==> src/rtl/id_wb_scheduler.sv <==
`default_nettype none
// ============================================================================
// Module   : id_wb_scheduler
// Brief    : Register-file write-port arbiter between W and the LL unit, with a
//            pending-write scoreboard and decode stall generation.
// Revision : 1.0 - initial release
// ============================================================================
module id_wb_scheduler #(
    parameter int MAX_OUTSTANDING = 4,
    parameter int STARVE_LIMIT    = 8,
    parameter int CNT_W           = 3
) (
    input  logic             clk,
    input  logic             reset,
    input  logic             RegWriteW,
    input  logic [4:0]       RdW,
    input  logic [31:0]      ResultW,
    input  logic             ll_issue,
    input  logic [4:0]       ll_issue_rd,
    input  logic             ll_valid,
    input  logic [4:0]       ll_rd,
    input  logic [31:0]      ll_result,
    output logic             ll_ready,
    input  logic [4:0]       Rs1D,
    input  logic [4:0]       Rs2D,
    input  logic [4:0]       RdD,
    input  logic             RegWriteD,
    input  logic             ll_op_d,
    output logic             StallD,
    output logic             rf_we,
    output logic [4:0]       rf_a3,
    output logic [31:0]      rf_wd3,
    output logic [31:0]      pending,
    output logic [CNT_W-1:0] outstanding
);

    localparam int                    c_STARVE_W   = $clog2(STARVE_LIMIT + 1);
    localparam logic [CNT_W-1:0]      c_MAX_OUT    = CNT_W'(MAX_OUTSTANDING);
    localparam logic [c_STARVE_W-1:0] c_STARVE_MAX = c_STARVE_W'(STARVE_LIMIT);

    logic [31:0]           r_pending;
    logic [31:0]           w_pending_nxt;
    logic [CNT_W-1:0]      r_outstanding;
    logic [CNT_W-1:0]      w_outstanding_nxt;
    logic [c_STARVE_W-1:0] r_starve_cnt;
    logic [c_STARVE_W-1:0] w_starve_nxt;
    logic                  w_accept;
    logic                  w_starve;
    logic                  w_hazard;

    // W owns the port whenever it writes, even to x0.
    always_comb begin
        ll_ready = reset && !RegWriteW;
        w_accept = ll_valid && ll_ready;
        rf_we    = 1'b0;
        rf_a3    = '0;
        rf_wd3   = '0;
        if (RegWriteW) begin
            rf_we  = reset && (RdW != 5'd0);
            rf_a3  = RdW;
            rf_wd3 = ResultW;
        end else if (ll_valid) begin
            rf_we  = reset && (ll_rd != 5'd0);
            rf_a3  = ll_rd;
            rf_wd3 = ll_result;
        end
    end

    always_comb begin
        w_pending_nxt = r_pending;
        if (w_accept) begin
            w_pending_nxt[ll_rd] = 1'b0;
        end
        if (ll_issue && (ll_issue_rd != 5'd0)) begin
            w_pending_nxt[ll_issue_rd] = 1'b1;
        end
        w_pending_nxt[0] = 1'b0;

        w_outstanding_nxt = r_outstanding;
        if (ll_issue && !w_accept && (r_outstanding != c_MAX_OUT)) begin
            w_outstanding_nxt = r_outstanding + CNT_W'(1);
        end else if (!ll_issue && w_accept && (r_outstanding != '0)) begin
            w_outstanding_nxt = r_outstanding - CNT_W'(1);
        end

        w_starve_nxt = '0;
        if (ll_valid && !ll_ready) begin
            w_starve_nxt = w_starve ? r_starve_cnt : r_starve_cnt + c_STARVE_W'(1);
        end
    end

    // A pending bit keeps stalling during its writeback cycle; no bypass path.
    always_comb begin
        w_starve = (r_starve_cnt == c_STARVE_MAX);
        w_hazard = ((Rs1D != 5'd0) && r_pending[Rs1D])
                || ((Rs2D != 5'd0) && r_pending[Rs2D])
                || (RegWriteD && (RdD != 5'd0) && r_pending[RdD])
                || (ll_op_d && (r_outstanding == c_MAX_OUT));
        StallD   = reset && (w_hazard || w_starve);
    end

    always_ff @(posedge clk) begin
        if (!reset) begin
            r_pending     <= '0;
            r_outstanding <= '0;
            r_starve_cnt  <= '0;
        end else begin
            r_pending     <= w_pending_nxt;
            r_outstanding <= w_outstanding_nxt;
            r_starve_cnt  <= w_starve_nxt;
        end
    end

    assign pending     = r_pending;
    assign outstanding = r_outstanding;

    a_issue_overflow: assert property (@(posedge clk) disable iff (!reset)
        !(ll_issue && (r_outstanding == c_MAX_OUT)));
    a_accept_underflow: assert property (@(posedge clk) disable iff (!reset)
        !(w_accept && (r_outstanding == '0)));

endmodule
`default_nettype wire

==> config.mk <==
export PLATFORM = sky130hd
export DESIGN_NAME = id_wb_scheduler
export DESIGN_NICKNAME = d
export VERILOG_FILES = /design/src/rtl/id_wb_scheduler.sv
export SDC_FILE = /design/constraint.sdc
export NUM_CORES = 1
export LEC_CHECK = 0
export BUFFER_PORTS_ARGS = -buffer_cell sky130_fd_sc_hd__clkbuf_2
export CAP_MARGIN = 5
export CORE_AREA = 2 2 115 117
export DETAILED_ROUTE_END_ITERATION = 10
export DIE_AREA = 0 0 117 119
export GPL_TIMING_DRIVEN = 0
export HOLD_SLACK_MARGIN = 0.15
export SYNTH_ARGS = -nofsm -noshare
export SYNTH_HDL_FRONTEND = slang
export SYNTH_SLANG_ARGS = --single-unit
==> constraint.sdc <==
create_clock -name clk -period 6.92 [get_ports clk]
set_input_delay 2.076 -clock clk [delete_from_list [all_inputs] [get_ports clk]]
set_output_delay 2.076 -clock clk [all_outputs]
set_load 0.03 [all_outputs]
After elaboration in Yosys (flattened, before gate mapping)
Cells that the tools add are included.

$add $sub $neg: 3. Order comparisons: 7. Equal/unequal tests: 3. Muxes and demuxes: 20. Bitwise gates (word level): 3. Reduce and logical (&&, ||, !) cells: 35.

Operator list (count): $mux 32 (4); $and 32x32->32 (1); $not 32->32 (1); $or 32x32->32 (1); $lt 5x6->1 const B (5); $reduce_bool 5->1 (6); $logic_and 1x1->1 (18); $bmux 1 s5 (3); $demux 1 s5 (2); $ge 5x1->1 const B (2); $mux 5 (2); $mux 1 (7); $mux 3 (2); $add 4x1->4 const B (1); $eq 4x4->1 const B (1); $logic_not 1->1 (4); $logic_or 1x1->1 (4); $add 3x1->3 const B (1); $eq 3x3->1 const B (1); $ne 3x3->1 const B (1); $reduce_bool 3->1 (1); $sub 3x1->3 const B (1); $reduce_and 2->1 (1); $reduce_bool 2->1 (1).

Bits in registers: 39. Input port bits: 101. Output and inout port bits: 75.

Longest topological paths before layout
Gate-level depths: netlist of run 1.

Depth in word-level cells: 9. Mapped depth: 12. Gate-level depth less buffers: 9.

Least setup slack after synthesis of run 1
OpenSTA, ideal clock, no wires.

Path type: input-to-output. Start: in Rs1D[1]. End: out StallD. Data arrival time: 3.752 ns. Required time: 4.844 ns. Path slack: 1.092 ns. Cell stages on the path: 6. Path buffers: 1. Path through: clkbuf_1 -> mux4_2 -> mux2_2 -> nand3_1 -> nand4_1 -> o31a_1.

Word-level cells in the longest chain between the ends: 8. Elaborated cells between the ends (all ways): 9. Those cells by class: mux (2); reduce/logical (7).

Ends and longest elaborated chain: start, declared (line 24) `input logic [4:0] Rs1D,`; $bmux 1 s5 (line 95) `w_hazard = ((Rs1D != 5'd0) && r_pending[Rs1D])`; $mux 1 (implied by the code) (line 95); $logic_and 1x1->1 * (line 95); $logic_or 1x1->1 * (line 96) `|| ((Rs2D != 5'd0) && r_pending[Rs2D])`; $logic_or 1x1->1 * (line 97) `|| (RegWriteD && (RdD != 5'd0) && r_pending[RdD])`; $logic_or 1x1->1 * (line 98) `|| (ll_op_d && (r_outstanding == c_MAX_OUT));`; $logic_or 1x1->1 * (line 99) `StallD = reset && (w_hazard || w_starve);`; $logic_and 1x1->1 * (line 99); end, declared (line 29) `output logic StallD,`.

Every way passes the cells marked *; elsewhere a longest branch is shown, timed or not. The select of a mux whose other input is x is not followed.

Worst setup path after layout of run 1
Ends and elaborated chain as after synthesis.

==> results.cfg, run 1 <==
[yosys]
syn_nets = 475
ys_warn_count = 0
postSynthAreaPerCell_um2 = 8.381
synthArstFlopShare = 0
synthesis.area_um2 = 3109
syn-instance-count = 371
synth-edff-count = 0
yosysSeqAreaShare = 0.2447
ys_ff_latch = 38
synth_ff_type = dfxtp_1
synth_cell_types = 57

[drt]
wl_met3_um = 857
vias_per_cell = 5.142
wl_um = 11710
routed.top_layer = met4
drc = 0
postRouteAntennaNets = 0
wire_per_inst_um = 16.35
dr_total_vias = 3682
wl_met2_um = 5818
wl_met1_um = 4834
drtPass1Iterations = 4
drt_first_iter_violations = 274

[critical_path]
crit_buf_inv = 2
r2r-end = outstanding[2]$_SDFFE_PN0P_
rr_worst_depth = 7
required_ns = 4.84
critical_path.max_fanout = 9
ff2ff_setup_slack_ns = 4.96
criticalPathCategory = input port to output pin
crit_path_max_incr_delay_ns = 0.57
crit_family = multiplexers
worstPathArrival_ns = 4.01
critPathSlowestCell = mux4_2
end_kind = output pin
r2r-start = outstanding[0]$_SDFFE_PN0P_
startpoint_type = input port
crit_chain = clkbuf_1, mux4_2, mux2_2, nand3_1, nand4_1, o31a_1, clkbuf_2

[floorplan]
die_h_um = 119
die-area_um2 = 13920
initial_core_util = 0.2415
num_rows = 42
fp.dieW_um = 117
io_pins = 176
fp.coreArea_um2 = 12870

[timing]
setup_tns_ns = 0
finalClockSkew_ns = 0.0002067
fin_crit_ns = 6.089
maxSlewHeadroom = 0.2289
setup_violations = 0
slew_viol_final = 0
worst_pin_slew_ns = 1.154
hold_violations = 0
max_freq_mhz = 164.2
fin_crit_sh = 0.8799
rsz0062_at_grt = no

[min_path]
hold_path_end = r_starve_cnt[1]$_SDFFE_PN0P_
hp-class = register to register
holdCritStartpoint = r_starve_cnt[1]$_SDFFE_PN0P_
worstHoldPathCells = 2

[placed_design]
gp_routability_congestion = 0.8656
placed_cells = 709
dpl.hpwl_um = 9573
io_buffers = 162
place_area_um2 = 4140

[power_and_ir_drop]
p_total_uw = 649.6
vdd.ir_drop.worst_uv = 71.90
leakagePower_nw = 1.870
p_per_area_nw_per_um2 = 152.0

[global_route]
track_usage = 0.1627
grt_pass1_wl_um = 17900
grt.overflow.total = 0
grt_pass1_vias = 3586
antenna_found_initial = 0
grt_max_degree = 11

[clock_tree]
cts.clk_slew.worst_paths_ns = 0.05
clk_latency_ns = 0.27
post_cts_hold_buffer_count = 0
clock_path_buffers = 2
cts.sinks = 38
cts_resized = 0
post_cts_buffers = 0
htree_levels = 2
cts_root_buffer = clkbuf_16
cts_buffers = 5
cts_tree = done

[finish]
nNetsFinal = 644
stdcell_count = 716
drive_gt1_frac = 0.3704
n_antenna_cell = 0
syn2layout_area_growth_pct = 37.42
final_cell_area_um2 = 4273
fill_cells = 1373

[flow_run]
max-cap-violations = 0

[run_status]
status = completed
## Yosys cell counts, types with 3 or more instances
cell type	count	area, um2
a21oi_1	9	45.04
nand3_1	9	45.04
nand2b_1	3	18.77
buf_1	4	15.01
dfxtp_1	38	760.7
o21ai_0	21	105.1
nor2_1	16	60.06
mux4_2	13	292.8
inv_1	4	15.01
nor2b_1	5	31.28
or3_1	3	18.77
and2_1	3	18.77
buf_2	3	15.01
mux2_2	4	45.04
nor3b_1	5	37.54
clkbuf_1	21	78.83
a211oi_1	3	22.52
a21boi_1	31	232.7
nand2_1	51	191.4
mux2i_1	13	130.1
a31oi_1	4	25.02
xnor2_1	3	26.28
o21ai_1	17	85.08
nand3b_1	8	60.06
a22o_1	34	297.8
nor3_1	3	15.01
## logic make-up after synthesis
family | after synthesis | share of synthesized area
buf+inv | 37 | 0.05472
compound gates | 132 | 0.2986
mux | 33 | 0.1710
simple gates | 122 | 0.2012
flops | 38 | 0.2447
xor+xnor | 5 | 0.01409
fa+ha+maj | 3 | 0.01449
other cells | 1 | 0.001206
## per-layer routing
| metal | vias to the layer above | GRT usage |
|---|---|---|
| met5 | - | 0 |
| li1 | 1728 | - |
| met1 | 1751 | 0.2012 |
| met3 | 11 | 0.02239 |
| met4 | 0 | 0.04559 |
| met2 | 192 | 0.2908 |
## where the power goes
part	total (mW)	switching (mW)	internal, mW	leakage, nW
Clock	0.212	0.0805	0.132	0.0640
Combinational	0.205	0.125	0.0793	1.50
Sequential	0.233	0.00850	0.224	0.307
Total	0.650	0.214	0.435	1.87
## worst max path at each step
stage          cells after the start      to  slack, ns  startpoint
2_1_floorplan                      6  StallD       1.09     Rs1D[1]
3_3_place_gp                       7  StallD       0.87     Rs1D[1]
3_5_place_dp                       7  StallD       0.83     Rs1D[1]
4_1_cts                            7  StallD       0.83     Rs1D[1]
5_1_grt                            7  StallD       0.72     Rs1D[1]
6_report                           7  StallD       0.83     Rs1D[1]
## area by class of cell
cell class              count  area [um2]  area share
multi-input cells         296        2178      0.5098
plain buffers              33       155.1     0.03631
clock buffers               7       132.6     0.03104
well taps                 176       220.2     0.05154
flip-flops and latches     38       760.7      0.1780
inverters                   4       15.01    0.003514
repair buffers            162       810.8      0.1898
## registers in the layout (all words and copies together), names as in the netlist
name,flops
pending,31
outstanding,3
r_starve_cnt,4
## worst reg2reg max path: stages (launching register included)
cell and delay [ns]:
dfxtp_1 0.44, nor2_1 0.13, a21oi_1 0.15, nand2_1 0.08, fa_1 0.44, o311ai_0 0.32
o21ai_0 0.13, and2_1 0.17
## placed cells by master, fill, tap and decap left out, types with 3 or more instances in the layout
cell type and instances:
a211oi_1 3, a21boi_1 31, a21oi_1 9, a22o_1 34, a31oi_1 4, and2_1 3, buf_1 4, buf_2 3
clkbuf_1 23, clkbuf_16 5, clkbuf_2 163, dfxtp_1 38, inv_1 4, mux2_2 4, mux2i_1 13, mux4_2 13
nand2_1 51, nand2b_1 3, nand3_1 9, nand3b_1 8, nor2_1 16, nor2b_1 5, nor3_1 3, nor3b_1 5
o21ai_0 21, o21ai_1 17, or3_1 3, xnor2_1 3
## metrics by stage
stage                 util  hold WS, ns  setup slack (ns)
floorplan                -       0.4619             1.092
global placement    0.3216       0.4743            0.8678
detailed placement  0.3216       0.5079            0.8295
CTS                 0.3319       0.5154            0.8280
global route        0.3319       0.5547            0.7246
finish              0.3319       0.5112            0.8311
No activity file was read; power rests on OpenSTA's default activity.
==> run 2, diff against run 1 <==
- BUFFER_PORTS_ARGS: -buffer_cell sky130_fd_sc_hd__clkbuf_2 -> -buffer_cell sky130_fd_sc_hd__buf_2
==> run 2 against run 1 <==
Sequential cell count did not move. Worst setup slack gained 0.018 ns. Cell area grew 0.35%. Clock skew increased by 0.0018 ns. First-iteration DRC count grew 4.0%. Via count decreased by 0.41%. Sequential power is essentially flat. Register-to-register slack lost 0.05 ns. Clock power up 7%. Maximum frequency up 0.30%. Power grew 2.3%. Largest cell class unchanged. Largest power group unchanged.
==> results.cfg, run 2 (synthesized netlist as in run 1, its figures left out) <==
[run_status]
status = completed

[min_path]
worstHoldPathCells = 2
hp-class = register to register

[drt]
drtPass1Iterations = 5
dr_total_vias = 3667
postRouteAntennaNets = 0
wl_um = 11850
drc = 0
wire_per_inst_um = 16.53
vias_per_cell = 5.114
drt_first_iter_violations = 285

[timing]
fin_crit_ns = 6.071
hold_violations = 0
setup_violations = 0
maxSlewHeadroom = 0.2351
finalClockSkew_ns = 0.001972
max_freq_mhz = 164.7
setup_tns_ns = 0
slew_viol_final = 0
rsz0062_at_grt = no
fin_crit_sh = 0.8773
worst_pin_slew_ns = 1.145

[clock_tree]
clock_path_buffers = 2
clk_latency_ns = 0.28
cts_tree = done
cts.clk_slew.worst_paths_ns = 0.06
cts.sinks = 38
post_cts_hold_buffer_count = 0
cts_buffers = 5
htree_levels = 2
cts_resized = 0
cts_root_buffer = clkbuf_16
post_cts_buffers = 0

[finish]
nNetsFinal = 644
drive_gt1_frac = 0.3734
final_util = 0.3330
fill_cells = 1366
mostFrequentLayoutCell = buf_2
syn2layout_area_growth_pct = 37.91
n_antenna_cell = 0
final_cell_mix = 165 x buf_2, 51 x nand2_1, 38 x dfxtp_1
largest_reg_flops = 31
stdcell_count = 717

[global_route]
grt_pass1_wl_um = 18260
track_usage = 0.1656
grt_max_degree = 12
grt.overflow.total = 0
antenna_found_initial = 0
grt_pass1_vias = 3593

[critical_path]
crit_path_max_incr_delay_ns = 0.58
crit_chain = clkbuf_1, mux4_2, mux2_2, nand3_1, nand4_1, o31a_1, buf_2
rr_worst_depth = 7
startpoint_type = input port
required_ns = 4.84
worstPathArrival_ns = 3.99
end_kind = output pin
crit_family = multiplexers
crit_buf_inv = 2
critical_path.max_fanout = 9
critPathSlowestCell = mux4_2
worst-path-stages = 7
criticalPathCategory = input port to output pin

[floorplan]
io_pins = 176
initial_core_util = 0.2415
num_rows = 42
fp.dieW_um = 117
die-area_um2 = 13920
fp.coreArea_um2 = 12870
die_h_um = 119

[power_and_ir_drop]
p_per_area_nw_per_um2 = 155.0
seq_power_share = 0.350
intPower_uw = 446.8
swShare = 0.3278
p_comb_frac = 0.309
clock_power_share = 0.341
leakagePower_nw = 1.898
vdd.ir_drop.worst_uv = 87.10
switching_power_uw = 217.9

[placed_design]
placed_cells = 709
dpl.hpwl_um = 9579
io_buffers = 162
gp_routability_congestion = 0.8659

[flow_run]
max-cap-violations = 0
==> run 2: routing by layer <==
layer | GRT usage | up-vias | share of wire
met1 | 0.2090 | 1731 | 0.41
met3 | 0.02341 | 13 | 0.077
met4 | 0.04412 | 0 | 0.017
li1 | - | 1731 | -
met2 | 0.2919 | 192 | 0.50
met5 | 0 | - | 0
==> run 2: final cells by class <==
cell class	instances	area [um2]	share of cell area
Tap cell	176	220.2	0.05136
Inverter	4	15.01	0.003502
Timing Repair Buffer	162	810.8	0.1891
Sequential cell	38	760.7	0.1774
Clock buffer	7	142.6	0.03327
Buffer	33	155.1	0.03618
Clock inverter	1	5.005	0.001167
Multi-Input combinational cell	296	2178	0.5080
==> run 2: power groups by stage <==
stage	sequential [mW]	combinational, mW	clock, mW
after floorplan	0.245	0.122	0
after global placement	0.237	0.203	0
after detailed placement	0.237	0.206	0
after CTS	0.232	0.206	0.232
after global routing	0.233	0.222	0.244
final	0.232	0.205	0.227
==> run 2: tightest hold or removal path: cells and delay by family (launching register included) <==
kind / cells / cell delay, ns
flops: 1 / 0.34
compound gates: 1 / 0.05
simple gates: 1 / 0.07
==> run 2: final timing paths <==
check	startpoint	endpoint	slack (ns)
hold reg to reg	r_starve_cnt[1]$_SDFFE_PN0P_	r_starve_cnt[1]$_SDFFE_PN0P_	0.51
hold / removal	r_starve_cnt[1]$_SDFFE_PN0P_	r_starve_cnt[1]$_SDFFE_PN0P_	0.51
setup / recovery	Rs1D[1]	StallD	0.85
setup reg to reg	outstanding[0]$_SDFFE_PN0P_	outstanding[2]$_SDFFE_PN0P_	4.91
==> run 2: stage by stage <==
step           hold WS, ns  instance area [um2]  setup WS (ns)  power (mW)
2_1_floorplan       0.4619                 3109          1.092      0.3665
3_3_place_gp        0.4731                 4140         0.8751      0.4395
3_5_place_dp        0.5008                 4140         0.8484      0.4428
4_1_cts             0.5087                 4288         0.8469      0.6704
5_1_grt             0.5398                 4288         0.7435      0.6990
6_report            0.5092                 4288         0.8493      0.6647
